===== src/rtl/fifo_wr_arbiter.sv =====
`default_nettype none
// ============================================================================
// fifo_wr_arbiter : round-robin burst arbiter sharing one FIFO write port
//                   among NREQ valid/ready producers.
// Revision 1.0
// ============================================================================
module fifo_wr_arbiter #(
    parameter int NREQ      = 4,
    parameter int IDW       = 2,
    parameter int WIDTH     = 8,
    parameter int BURST_MAX = 4
) (
    input  logic                  clk,
    input  logic                  clrn,
    input  logic [NREQ-1:0]       req_valid,
    input  logic [NREQ*WIDTH-1:0] req_data,
    output logic [NREQ-1:0]       req_ready,
    output logic                  fifo_write,
    output logic [WIDTH-1:0]      fifo_data,
    input  logic                  fifo_full,
    output logic [IDW-1:0]        grant_id,
    output logic                  busy
);

    localparam int              CNTW      = $clog2(BURST_MAX) + 1;
    localparam logic [CNTW-1:0] LAST_BEAT = CNTW'(BURST_MAX - 1);
    localparam logic [IDW-1:0]  LAST_REQ  = IDW'(NREQ - 1);

    typedef enum logic [0:0] {
        IDLE = 1'b0,
        OWN  = 1'b1
    } state_t;

    state_t            state_q, state_d;
    logic [IDW-1:0]    owner_q, owner_d;
    logic [IDW-1:0]    rr_last_q, rr_last_d;
    logic [CNTW-1:0]   beat_cnt_q, beat_cnt_d;

    logic [IDW-1:0]    pick;
    logic              pick_found;
    logic              owner_valid;
    logic [WIDTH-1:0]  owner_data;

    // Round-robin pick: lowest valid index above rr_last, else lowest overall.
    always_comb begin
        pick       = '0;
        pick_found = 1'b0;
        for (int i = NREQ - 1; i >= 0; i--) begin
            if (req_valid[i]) begin
                pick       = IDW'(i);
                pick_found = 1'b1;
            end
        end
        for (int i = NREQ - 1; i >= 0; i--) begin
            if (req_valid[i] && (i > int'(rr_last_q))) begin
                pick = IDW'(i);
            end
        end
    end

    always_comb begin
        owner_valid = 1'b0;
        owner_data  = '0;
        for (int i = 0; i < NREQ; i++) begin
            if (owner_q == IDW'(i)) begin
                owner_valid = req_valid[i];
                owner_data  = req_data[i*WIDTH +: WIDTH];
            end
        end
    end

    always_comb begin
        state_d    = state_q;
        owner_d    = owner_q;
        rr_last_d  = rr_last_q;
        beat_cnt_d = beat_cnt_q;
        req_ready  = '0;
        fifo_write = 1'b0;
        case (state_q)
            IDLE: begin
                if (pick_found) begin
                    owner_d    = pick;
                    beat_cnt_d = '0;
                    state_d    = OWN;
                end
            end
            OWN: begin
                for (int i = 0; i < NREQ; i++) begin
                    req_ready[i] = ~fifo_full && (owner_q == IDW'(i));
                end
                fifo_write = owner_valid & ~fifo_full;
                if (fifo_write) begin
                    beat_cnt_d = beat_cnt_q + CNTW'(1);
                end
                // A full FIFO alone never ends a burst; only a dropped valid or the last beat does.
                if ((fifo_write && (beat_cnt_q == LAST_BEAT)) || !owner_valid) begin
                    state_d    = IDLE;
                    rr_last_d  = owner_q;
                    beat_cnt_d = '0;
                end
            end
            default: state_d = IDLE;
        endcase
    end

    always_ff @(posedge clk or negedge clrn) begin
        if (!clrn) begin
            state_q    <= IDLE;
            owner_q    <= '0;
            rr_last_q  <= LAST_REQ;
            beat_cnt_q <= '0;
        end else begin
            state_q    <= state_d;
            owner_q    <= owner_d;
            rr_last_q  <= rr_last_d;
            beat_cnt_q <= beat_cnt_d;
        end
    end

    assign fifo_data = owner_data;
    assign grant_id  = owner_q;
    assign busy      = (state_q == OWN);

endmodule
`default_nettype wire


===== config.mk =====
export PLATFORM = sky130hd
export DESIGN_NAME = fifo_wr_arbiter
export DESIGN_NICKNAME = d
export VERILOG_FILES = /design/src/rtl/fifo_wr_arbiter.sv
export SDC_FILE = /design/constraint.sdc
export NUM_CORES = 1
export LEC_CHECK = 0
export BUFFER_PORTS_ARGS = -buffer_cell sky130_fd_sc_hd__buf_4
export CELL_PAD_IN_SITES_DETAIL_PLACEMENT = 0
export CELL_PAD_IN_SITES_GLOBAL_PLACEMENT = 2
export CORE_ASPECT_RATIO = 0.8
export CORE_MARGIN = 2
export CORE_UTILIZATION = 21
export DETAILED_ROUTE_END_ITERATION = 10
export PLACE_DENSITY_LB_ADDON = 0.1
export SETUP_SLACK_MARGIN = 0.15
export SYNTH_ARGS = -nofsm -noshare
export SYNTH_HDL_FRONTEND = slang
export SYNTH_SLANG_ARGS = --single-unit

===== constraint.sdc =====
create_clock -name clk -period 1.8 [get_ports clk]
set_input_delay 0.27 -clock clk [delete_from_list [all_inputs] [get_ports clk]]
set_output_delay 0.27 -clock clk [all_outputs]
set_load 0.01 [all_outputs]

### Word level (Yosys, flattened, before mapping)

Cells that the tools add are included.

| word-level totals | value |
|---|---|
| register bits after elaboration | 8 |
| input port bits | 39 |
| output and inout port bits | 16 |
| logic and storage cells | 59 |

| cells by class | value |
|---|---|
| $add $sub $neg | 1 |
| order comparisons | 3 |
| equality and inequality tests | 6 |
| muxes and demuxes | 28 |
| bitwise logic cells | 3 |
| reduce and logical (&&, ||, !) cells | 14 |

Operators by type and width:

| operator | number |
|---|---|
| $mux W8 | 4 |
| $mux W2 | 7 |
| $mux W1 | 11 |
| $mux W3 | 3 |
| $logic_and A1 B1 Y1 | 8 |
| $pmux W3 S2 | 1 |
| $reduce_and A2 Y1 | 3 |
| $eq A2 B2 Y1 const B | 2 |
| $gt A2 B2 Y1 const A | 2 |
| $mux W4 | 1 |
| $add A3 B1 Y3 const B | 1 |
| $eq A3 B2 Y1 const B | 1 |
| $ne A3 B1 Y1 const B | 1 |
| $eq A2 B1 Y1 const B | 1 |
| $gt A1 B2 Y1 const A | 1 |
| $logic_not A2 Y1 | 1 |
| $ne A2 B2 Y1 const B | 1 |
| $not A1 Y1 | 2 |
| $pmux W1 S2 | 1 |
| $and A1 B1 Y1 | 1 |
| $logic_not A1 Y1 | 1 |
| $logic_or A1 B1 Y1 | 1 |

### Logic depth before layout (Yosys ltp)

Gate-level depths: netlist (run 1).

| logic depth | value |
|---|---|
| word-level depth | 10 |
| depth in mapped cells | 5 |
| mapped depth without buffers | 5 |

### Worst setup path after synthesis (run 1)

No wires, ideal clock.

| path | value |
|---|---|
| kind | reg2reg |
| start point | register owner_q[0] (netlist: grant_id[0]) |
| end point | register rr_last_q[1] |
| setup time | 0.085 ns |
| arrival | 1.571 ns |
| required time | 1.715 ns |
| setup slack | 0.144 ns |
| cell stages (with the launch flop) | 5 |
| path buffers | 1 |
| clock period less this slack | 1.656 ns |
| cells stage by stage | dfrtp_1 > buf_6 > mux4_2 > a21oi_4 > mux2_1 |

| on the way | value |
|---|---|
| word-level cells in the longest chain between the ends | 9 |
| elaborated cells on any way between the ends | 13 |
| classes of those cells | 3 x eq/ne; 4 x mux; 1 x bitwise; 5 x reduce/logical |

Ends and longest elaborated chain:

| element | line | source |
|---|---|---|
| start, declared | 35 | `logic [IDW-1:0] owner_q, owner_d;` |
| start signal, assigned | 114 | `owner_q <= owner_d;` |
| $logic_not A2 Y1 | 65 | `if (owner_q == IDW'(i)) begin` |
| $mux W1 (3 in series) | 65 |  |
| $mux W1 (*) | 65 |  |
| $and A1 B1 Y1 | 91 | `fifo_write = owner_valid & ~fifo_full;` |
| $logic_and A1 B1 Y1 | 96 | `if ((fifo_write && (beat_cnt_q == LAST_BEAT)) \|\| !owner_valid) begin` |
| $logic_or A1 B1 Y1 (*) | 96 |  |
| $reduce_and A2 Y1 (no line) (*) | - |  |
| end signal, assigned | 115 | `rr_last_q <= rr_last_d;` |
| end, declared | 36 | `logic [IDW-1:0] rr_last_q, rr_last_d;` |

Every way passes the cells marked *; elsewhere a longest branch is shown, timed or not.
A chain may end at the register's enable or synchronous reset.

### Final worst setup path (run 1)

| path | value |
|---|---|
| start point | register owner_q[0] (netlist: grant_id[0]) |
| end point | output fifo_write |

| on the way | value |
|---|---|
| word-level cells in the longest chain between the ends | 7 |
| elaborated cells on any way between the ends | 10 |
| classes of those cells | 3 x eq/ne; 5 x mux; 1 x bitwise; 1 x reduce/logical |

Ends and longest elaborated chain:

| element | line | source |
|---|---|---|
| $logic_not A2 Y1 | 65 |  |
| $mux W1 (3 in series) | 65 |  |
| $mux W1 (*) | 65 |  |
| $and A1 B1 Y1 (*) | 91 |  |
| $mux W1 (*) | 79 | `case (state_q)` |
| end, declared | 18 | `output logic fifo_write,` |

Marked as above.

==> results.py, run 1 <==
metrics = {
    "routing": {
        "first_iter_violations": 15,
        "drc_errors": 0,
        "drt-pass1-iter-count": 4,
        "wl_mm": 2.130,
        "via_per_inst": 4.596,
        "vias": 763,
        "antenna_left": 0,
        "wl_per_cell_um": 12.83,
    },
    "yosys": {
        "synth-async-reset-ratio_pct": 100.0,
        "synth.top_cells.by_count": "mux4_2, inv_1, dfrtp_1",
        "syn-cell-area_um2": 720.7,
        "post-synth-top-count-cell": "mux4_2",
        "ys_seq_area_share_pct": 28.13,
        "syn_avg_cell_area_um2": 11.81,
        "yosysTopAreaCellShare_pct": 28.13,
        "synth_warnings": 0,
        "ys_seq_elements": 8,
        "synth.area.top_cells": "mux4_2, dfrtp_1, dfstp_2, inv_1, ha_1",
        "synthCells": 61,
        "synth_top_cell_by_area": "mux4_2",
        "yosys_most_used_dff": "dfrtp_1",
        "syn-num-nets": 102,
        "synth_cell_types": 32,
        "synth_edf_count": 0,
    },
    "clock_network": {
        "clock_sink_count": 8,
        "tritoncts": "built",
        "htreeDepth": 1,
        "clk_pin_slew_ps": 40,
        "insertion_delay_ps": 230,
        "cts_buffers": 3,
        "clock-root-buffer": "clkbuf_8",
        "clockBufferDepth": 2,
    },
    "global_routing": {
        "overflow": 0,
        "grt.total_usage_pct": 10.31,
        "grt_max_degree": 16,
        "grt_first_pass_wirelength_mm": 3.312,
        "grt_pass1_vias": 720,
        "antenna_found_initial": 0,
    },
    "critical_path": {
        "startpoint_type": "flip-flop",
        "r2r-end": "rr_last_q[0]",
        "crit_required_ps": 1530,
        "rr_worst_depth": 4,
        "cp_data_arrival_time_ps": 1460,
        "cp-startpoint": "grant_id[0]",
        "r2r_slack_ps": 80,
        "endpoint_kind": "output pin",
        "rr_startpoint": "grant_id[0]",
        "path_cells": "mux4_2 -> nand2_2 -> inv_2 -> buf_6",
        "critical_path.endpoint": "fifo_write",
        "critPathKind": "reg2out",
        "max_stage_delay_ps": 570,
        "slowest_stage": "mux4_2",
        "path_max_fanout": 4,
    },
    "sta": {
        "max-slew-margin-rel_pct": 76.17,
        "setup_tns_ps": 0,
        "worst_pin_slew_ps": 348.4,
        "period_share_pct": 96.16,
        "layout_min_cycle_time_ps": 1731,
        "rsz0062_at_grt": "yes",
        "finClkSkew_ps": 6.710,
        "fmax_mhz": 577.7,
        "finalSetupViolations": 0,
        "hold_viol": 0,
        "final-max-slew-violation-count": 0,
        "fin_ws_ps": 69.14,
    },
    "final_layout": {
        "seq_area_um2": 203.9,
        "drive_gt1_share_pct": 67.46,
        "final_nets": 168,
        "final_cell_area_mm2": 0.001310,
        "stdcell_count": 166,
        "nFillCells": 316,
        "n_antenna_cell": 0,
        "multi_input_area_um2": 485.5,
        "area_delta_synth_final_pct": 81.77,
    },
    "floorplanning": {
        "dieWidth_um": 69.50,
        "die-area_mm2": 0.003919,
        "ios": 55,
        "start_util_pct": 22.70,
        "rows": 18,
        "core-area_mm2": 0.003176,
        "die_h_um": 56.40,
    },
    "placement": {
        "place_congestion": 0.7247,
        "numPortBuffers": 54,
        "pre_cts_ws_ps": 148.7,
        "dpl.cell_count": 155,
        "place_area_mm2": 0.001179,
        "dp_hpwl_mm": 1.676,
    },
    "power": {
        "ir_worst_vdd_mv": 0.7200,
        "p_leak_nw": 0.6188,
        "powerDensity_mw_per_mm2": 1363,
        "power_mw": 1.785,
    },
    "min_path": {
        "hold_path_class": "in2reg",
    },
    "status": {
        "status": "completed",
    },
    "run": {
        "drv_cap": 0,
    },
}
## flip-flops by register name, indices dropped and copies added (netlist names)
name / flops
beat_cnt_q: 3
busy: 1
grant_id: 2
rr_last_q: 2
## cell families after synthesis
group	count (synthesis)	share of synthesized area (%)
compound gates	14	17.19
fa+ha+maj	2	3.472
buf+inv	10	6.423
flops	8	28.12
mux	12	32.64
simple gates	15	12.15
## layout by cell type, fill, tap and decap left out, types with 2 or more instances in the layout
cell / n
dfrtp_1: 5
and3b_1: 2
buf_4: 61
o32ai_1: 2
dfstp_2: 2
mux4_2: 9
nor2_1: 3
nor4_1: 2
clkbuf_8: 3
inv_1: 6
ha_1: 2
## through the flow
stage / util (%) / hold WS (ps)
floorplan: - / -25.59
global placement: 37.12 / 96.31
detailed placement: 37.12 / 96.55
CTS: 40.66 / 371.2
global route: 41.25 / 379.8
finish: 41.25 / 363.0
## layer usage
metal	share of wire [%]	global-route usage [%]	vias up
met2	40	15.66	43
met5	0	0	-
met1	49	13.83	348
met4	0	2.521	0
met3	11	3.950	0
li1	-	-	372
## worst min-delay path by stage
stage / from / to / slack, ps / cells past startpoint
floorplan: clrn / beat_cnt_q[0] / -30 / 0
global placement: clrn / busy / 100 / 1
detailed placement: clrn / beat_cnt_q[2] / 100 / 1
CTS: req_valid[2] / grant_id[0] / 370 / 3
global route: req_valid[2] / grant_id[0] / 380 / 3
finish: req_valid[2] / grant_id[0] / 360 / 3
## cell type report
type                    count  area share (%)
repair buffers             64           38.11
multi-input cells          43           37.06
flip-flops and latches      8           15.57
well taps                  40           3.820
clock buffers               4           3.438
inverters                   7           2.006
## power breakdown
group,internal (mW),switching [mW]
logic,0.719,0.466
clock network,0.154,0.0750
registers,0.275,0.0957
## critical path, delay by kind of cell (launching register included)
family / cells / cell delay [ps]
buf+inv: 2 / 150
flops: 1 / 420
mux: 1 / 570
simple gates: 1 / 100
## what timing repair did
item                                    CTS  global route
endpoints found under the hold margin     6             0
hold buffers                              1             0
buffers inserted                          5             1
endpoints found under the setup margin    9            14
pin swaps                                 1             0
gates resized for setup                   7             3
Power figures use the tool's default switching activity.
==> run 2: changes to the inputs <==
- CORE_ASPECT_RATIO: 0.8 -> default
==> run 2 against run 1 <==
  * Critical path depth fell by 1
  * Register-to-register slack improved by 30 ps
  * Final cell count rose by 2.4%
  * Hold slack got worse by 29 ps
  * Clock skew fell by 6.2 ps
  * Maximum frequency fell by 1.2%
  * Die area barely moved
  * Global-route usage rose by 1.7 points
  * Combinational power rose by 11%
  * Count of clock-buffer cells in the layout fell by 1
  * Sequential power rose by 9.2%
  * Largest cell class unchanged
  * Largest power group unchanged
==> results.py, run 2 (synthesis results as in run 1) <==
metrics = {
    "final_layout": {
        "largest_reg_flops": 3,
        "drive_gt1_share_pct": 70.97,
        "n_antenna_cell": 0,
        "final_cell_mix": "buf_4, buf_6, mux4_2",
        "area_delta_synth_final_pct": 90.10,
        "final_nets": 167,
        "stdcell_count": 170,
        "regMostFlops": "beat_cnt_q",
        "mostFrequentLayoutCell": "buf_4",
    },
    "sta": {
        "finalSetupViolations": 0,
        "hold_viol": 0,
        "layout_min_cycle_time_ps": 1751,
        "setup_tns_ps": 0,
        "period_share_pct": 97.30,
        "rsz0062_at_grt": "yes",
        "finClkSkew_ps": 0.5232,
        "fmax_mhz": 571.0,
        "worst_pin_slew_ps": 346.1,
        "max-slew-margin-rel_pct": 76.33,
        "final-max-slew-violation-count": 0,
    },
    "routing": {
        "first_iter_violations": 19,
        "vias": 782,
        "wl_mm": 2.229,
        "antenna_left": 0,
        "wl_per_cell_um": 13.11,
        "via_per_inst": 4.600,
        "drt-pass1-iter-count": 2,
        "drc_errors": 0,
    },
    "clock_network": {
        "clock-root-buffer": "clkbuf_4",
        "insertion_delay_ps": 240,
        "htreeDepth": 1,
        "clockBufferDepth": 2,
        "clock_sink_count": 8,
        "cts_buffers": 3,
        "clk_pin_slew_ps": 50,
        "tritoncts": "built",
    },
    "critical_path": {
        "rr_startpoint": "grant_id[0]",
        "max_stage_delay_ps": 510,
        "critical_path.endpoint": "fifo_data[0]",
        "path_max_fanout": 7,
        "r2r_slack_ps": 110,
        "r2r-end": "rr_last_q[1]",
        "critPathKind": "reg2out",
        "critPathTopFamily": "multiplexers",
        "cp_data_arrival_time_ps": 1480,
        "crit_cells": 3,
        "rr_worst_depth": 4,
        "crit_required_ps": 1530,
        "endpoint_kind": "output pin",
        "startpoint_type": "flip-flop",
        "path_cells": "buf_12 -> mux4_2 -> buf_6",
        "path_buf_inv": 2,
        "slowest_stage": "mux4_2",
        "cp-startpoint": "grant_id[0]",
    },
    "floorplanning": {
        "core-area_mm2": 0.003311,
        "ios": 55,
        "start_util_pct": 21.77,
        "die-area_mm2": 0.003916,
        "dieWidth_um": 62.58,
        "rows": 21,
        "die_h_um": 62.58,
    },
    "run": {
        "drv_cap": 0,
    },
    "global_routing": {
        "grt_max_degree": 15,
        "grt_pass1_vias": 839,
        "overflow": 0,
        "antenna_found_initial": 0,
        "grt.total_usage_pct": 11.97,
        "grt_first_pass_wirelength_mm": 3.808,
    },
    "power": {
        "p_leak_nw": 0.6252,
        "ir_worst_vdd_mv": 0.5892,
        "seq_power_share_pct": 21.9,
        "p_int_mw": 1.163,
        "power.share.combinational_pct": 71.3,
        "powerDensity_mw_per_mm2": 1351,
        "switching_power_mw": 0.6881,
        "p_sw_share_pct": 37.17,
        "pwr-share-clk_pct": 6.8,
    },
    "placement": {
        "numPortBuffers": 54,
        "place_congestion": 0.7154,
        "dpl.cell_count": 161,
        "dp_hpwl_mm": 1.813,
    },
    "min_path": {
        "hold_path_class": "in2reg",
    },
    "status": {
        "status": "completed",
    },
}
[run 2: cell count changes in the layout (fill, tap and decap cells not counted), moves of 2 or more]
cell      change
buf_4        -11
buf_6         +9
clkbuf_4      +3
clkbuf_8      -3
o32ai_1       -2
o32ai_2       +2
[run 2: cell type report]
cell class	count	area (um2)
inverters	7	26.28
fillers	350	1941
repair buffers	63	543.0
flip-flops and latches	8	205.2
multi-input cells	43	515.5
clock buffers	3	22.52
well taps	46	57.56
[run 2: stage by stage]
stage                     hold WS (ps)  instance area (um2)  setup WS (ps)  utilization [%]  total power [mW]
after detailed placement         90.10                 1186          204.1            35.83             1.424
after global placement           89.06                 1186          206.4            35.83             1.426
after global routing             343.1                 1370         -20.74            41.38             1.985
after CTS                        335.9                 1277          8.608            38.59             1.682
after floorplan                 -25.59                720.7          144.0                -             1.007
final                            334.3                 1370          48.54            41.38             1.851
[run 2: timing repair]
item | CTS | global route
endpoints found under the hold margin | 6 | 0
gates cloned | 0 | 1
endpoints found under the setup margin | 13 | 17
hold buffers | 1 | 0
gates resized for setup | 9 | 15
pin swaps | 0 | 4
setup buffers | 3 | 1
[run 2: worst min-delay path, stage by stage]
cell and delay [ps]:
buf_4 100, o21bai_1 100, a2bb2oi_1 70
[run 2: power by group through the flow]
stage | sequential [mW] | combinational, mW | clock (mW)
finish | 0.405 | 1.32 | 0.126
global route | 0.426 | 1.42 | 0.142
CTS | 0.386 | 1.16 | 0.135
detailed placement | 0.377 | 1.05 | 0
global placement | 0.379 | 1.05 | 0
floorplan | 0.366 | 0.641 | 0
[run 2: worst min path at each step]
stage	startpoint	endpoint	slack, ps	cells after the start
global placement	clrn	beat_cnt_q[2]	90	1
global route	req_valid[2]	grant_id[0]	340	3
detailed placement	clrn	beat_cnt_q[1]	90	1
floorplan	clrn	beat_cnt_q[0]	-30	0
finish	req_valid[2]	grant_id[0]	330	3
CTS	req_valid[2]	grant_id[0]	340	3
[run 2: routing by layer]
layer | vias to the layer above | global-route usage [%] | part of all wire, %
li1 | 370 | - | -
met1 | 362 | 13.69 | 45
met2 | 48 | 20.56 | 42
met3 | 2 | 4.324 | 12
met4 | 0 | 4.167 | 0.94
met5 | - | 0 | 0
==> run 3: changes to the inputs <==
- BUFFER_PORTS_ARGS: -buffer_cell sky130_fd_sc_hd__buf_4 -> -buffer_cell sky130_fd_sc_hd__buf_2
==> run 3 against run 2 <==
  * Utilization decreased by 5.9 points
  * Clock power increased by 21%
  * First-iteration DRC count increased by 11%
  * Setup slack got worse by 1.1 ps
  * Global-route usage decreased by 1.3 points
  * Power decreased by 11%
  * Maximum frequency about the same
  * Hold slack improved by 18 ps
  * Combinational power decreased by 15%
  * Critical path depth unchanged
  * Sequential cell count unchanged
  * Largest power group unchanged
==> results.py, run 3 (synthesis results as in run 1) <==
metrics = {
    "status": {
        "status": "completed",
    },
    "placement": {
        "dp_hpwl_mm": 1.674,
        "dpl.cell_count": 161,
        "numPortBuffers": 54,
        "place_congestion": 0.6957,
    },
    "floorplanning": {
        "die_h_um": 62.58,
        "dieWidth_um": 62.58,
        "die-area_mm2": 0.003916,
        "core-area_mm2": 0.003311,
        "ios": 55,
        "start_util_pct": 21.77,
        "rows": 21,
    },
    "final_layout": {
        "n_antenna_cell": 0,
        "final_nets": 165,
        "regMostFlops": "beat_cnt_q",
        "seq_area_um2": 203.9,
        "mostFrequentLayoutCell": "buf_2",
        "final_cell_mix": "buf_2, mux4_2, inv_1",
        "multi_input_area_um2": 495.5,
        "drive_gt1_share_pct": 68.29,
        "nFillCells": 341,
        "stdcell_count": 169,
        "largest_reg_flops": 3,
        "area_delta_synth_final_pct": 63.19,
    },
    "clock_network": {
        "insertion_delay_ps": 250,
        "htreeDepth": 1,
        "clock_sink_count": 8,
        "clk_pin_slew_ps": 60,
        "clock-root-buffer": "clkbuf_4",
        "clockBufferDepth": 2,
        "tritoncts": "built",
        "cts_buffers": 3,
    },
    "sta": {
        "hold_ws_ps": 352.6,
        "fmax_mhz": 570.6,
        "worst_pin_slew_ps": 408.8,
        "max-slew-margin-rel_pct": 72.04,
        "layout_min_cycle_time_ps": 1753,
        "final-max-slew-violation-count": 0,
        "period_share_pct": 97.36,
        "finalSetupViolations": 0,
        "finClkSkew_ps": 3.845,
        "hold_viol": 0,
        "rsz0062_at_grt": "yes",
        "setup_tns_ps": 0,
    },
    "power": {
        "powerDensity_mw_per_mm2": 1401,
        "ir_worst_vdd_mv": 0.5603,
        "power_mw": 1.647,
        "p_leak_nw": 0.5665,
    },
    "routing": {
        "antenna_left": 0,
        "drt-pass1-iter-count": 4,
        "wl_mm": 2.074,
        "via_per_inst": 4.692,
        "wl_per_cell_um": 12.27,
        "vias": 793,
        "first_iter_violations": 21,
        "drc_errors": 0,
    },
    "global_routing": {
        "grt_first_pass_wirelength_mm": 3.436,
        "grt_max_degree": 14,
        "antenna_found_initial": 0,
        "grt_pass1_vias": 796,
        "overflow": 0,
        "grt.total_usage_pct": 10.69,
    },
    "min_path": {
        "hold_path_class": "in2reg",
        "hold_depth": 3,
    },
    "critical_path": {
        "crit_required_ps": 1530,
        "path_max_fanout": 13,
        "critPathKind": "reg2out",
        "cp_data_arrival_time_ps": 1480,
        "rr_worst_depth": 4,
        "endpoint_kind": "output pin",
        "startpoint_type": "flip-flop",
    },
    "run": {
        "drv_cap": 0,
    },
}
-- run 3: cell types whose count changed in the layout (fill, tap and decap cells not counted), sizes merged --
| cell | previous run | this run |
|---|---|---|
| buf | 61 | 60 |
-- run 3: final cells by class --
cell class	count	share of cell area (%)
timing repair buffer	61	31.17
clock buffer	4	2.234
tap	46	4.894
sequential	8	17.34
inverter	7	2.234
multi-input combinational	43	42.13
-- run 3: what timing repair did --
action / in CTS / in global routing
gates cloned: 0 / 0
pin swaps: 1 / 0
hold buffers: 1 / 0
hold endpoints to repair: 6 / 0
gates resized for setup: 7 / 9
setup buffers: 3 / 0
endpoints found under the setup margin: 12 / 15
-- run 3: metal layers --
metal	vias to the layer above	global-route usage (%)	wire length (um)
li1	366	-	-
met1	369	11.82	838
met2	54	18.01	932
met3	4	4.505	274
met4	0	4.444	28
met5	-	0	0
-- run 3: per-stage QoR --
| stage | util (%) | instance area, um2 | setup WS (ps) |
|---|---|---|---|
| 2_1_floorplan | - | 720.7 | 144.0 |
| 3_3_place_gp | 31.75 | 1051 | 211.6 |
| 3_5_place_dp | 31.75 | 1051 | 217.4 |
| 4_1_cts | 34.24 | 1134 | 25.59 |
| 5_1_grt | 35.53 | 1176 | -13.85 |
| 6_report | 35.53 | 1176 | 47.46 |
-- run 3: final timing paths --
kind | startpoint | endpoint | slack (ps)
setup / recovery | grant_id[0] | fifo_data[0] | 50
setup reg to reg | grant_id[0] | rr_last_q[0] | 150
hold / removal | req_valid[2] | grant_id[1] | 350
hold reg to reg | beat_cnt_q[0] | beat_cnt_q[0] | 480
max in group asynchronous | clrn | rr_last_q[0] | 1170
min in group asynchronous | clrn | grant_id[0] | 380
-- run 3: critical path, cell delays in order, from the launching register on --
cell	delay, ps
dfrtp_1	410
buf_12	160
mux4_2	500
buf_2	150
-- run 3: report_power, final --
group          total, mW  switching [mW]  internal, mW
clock              0.152          0.0667        0.0852
sequential         0.378           0.103         0.275
combinational       1.12           0.467         0.650
total               1.65           0.637          1.01
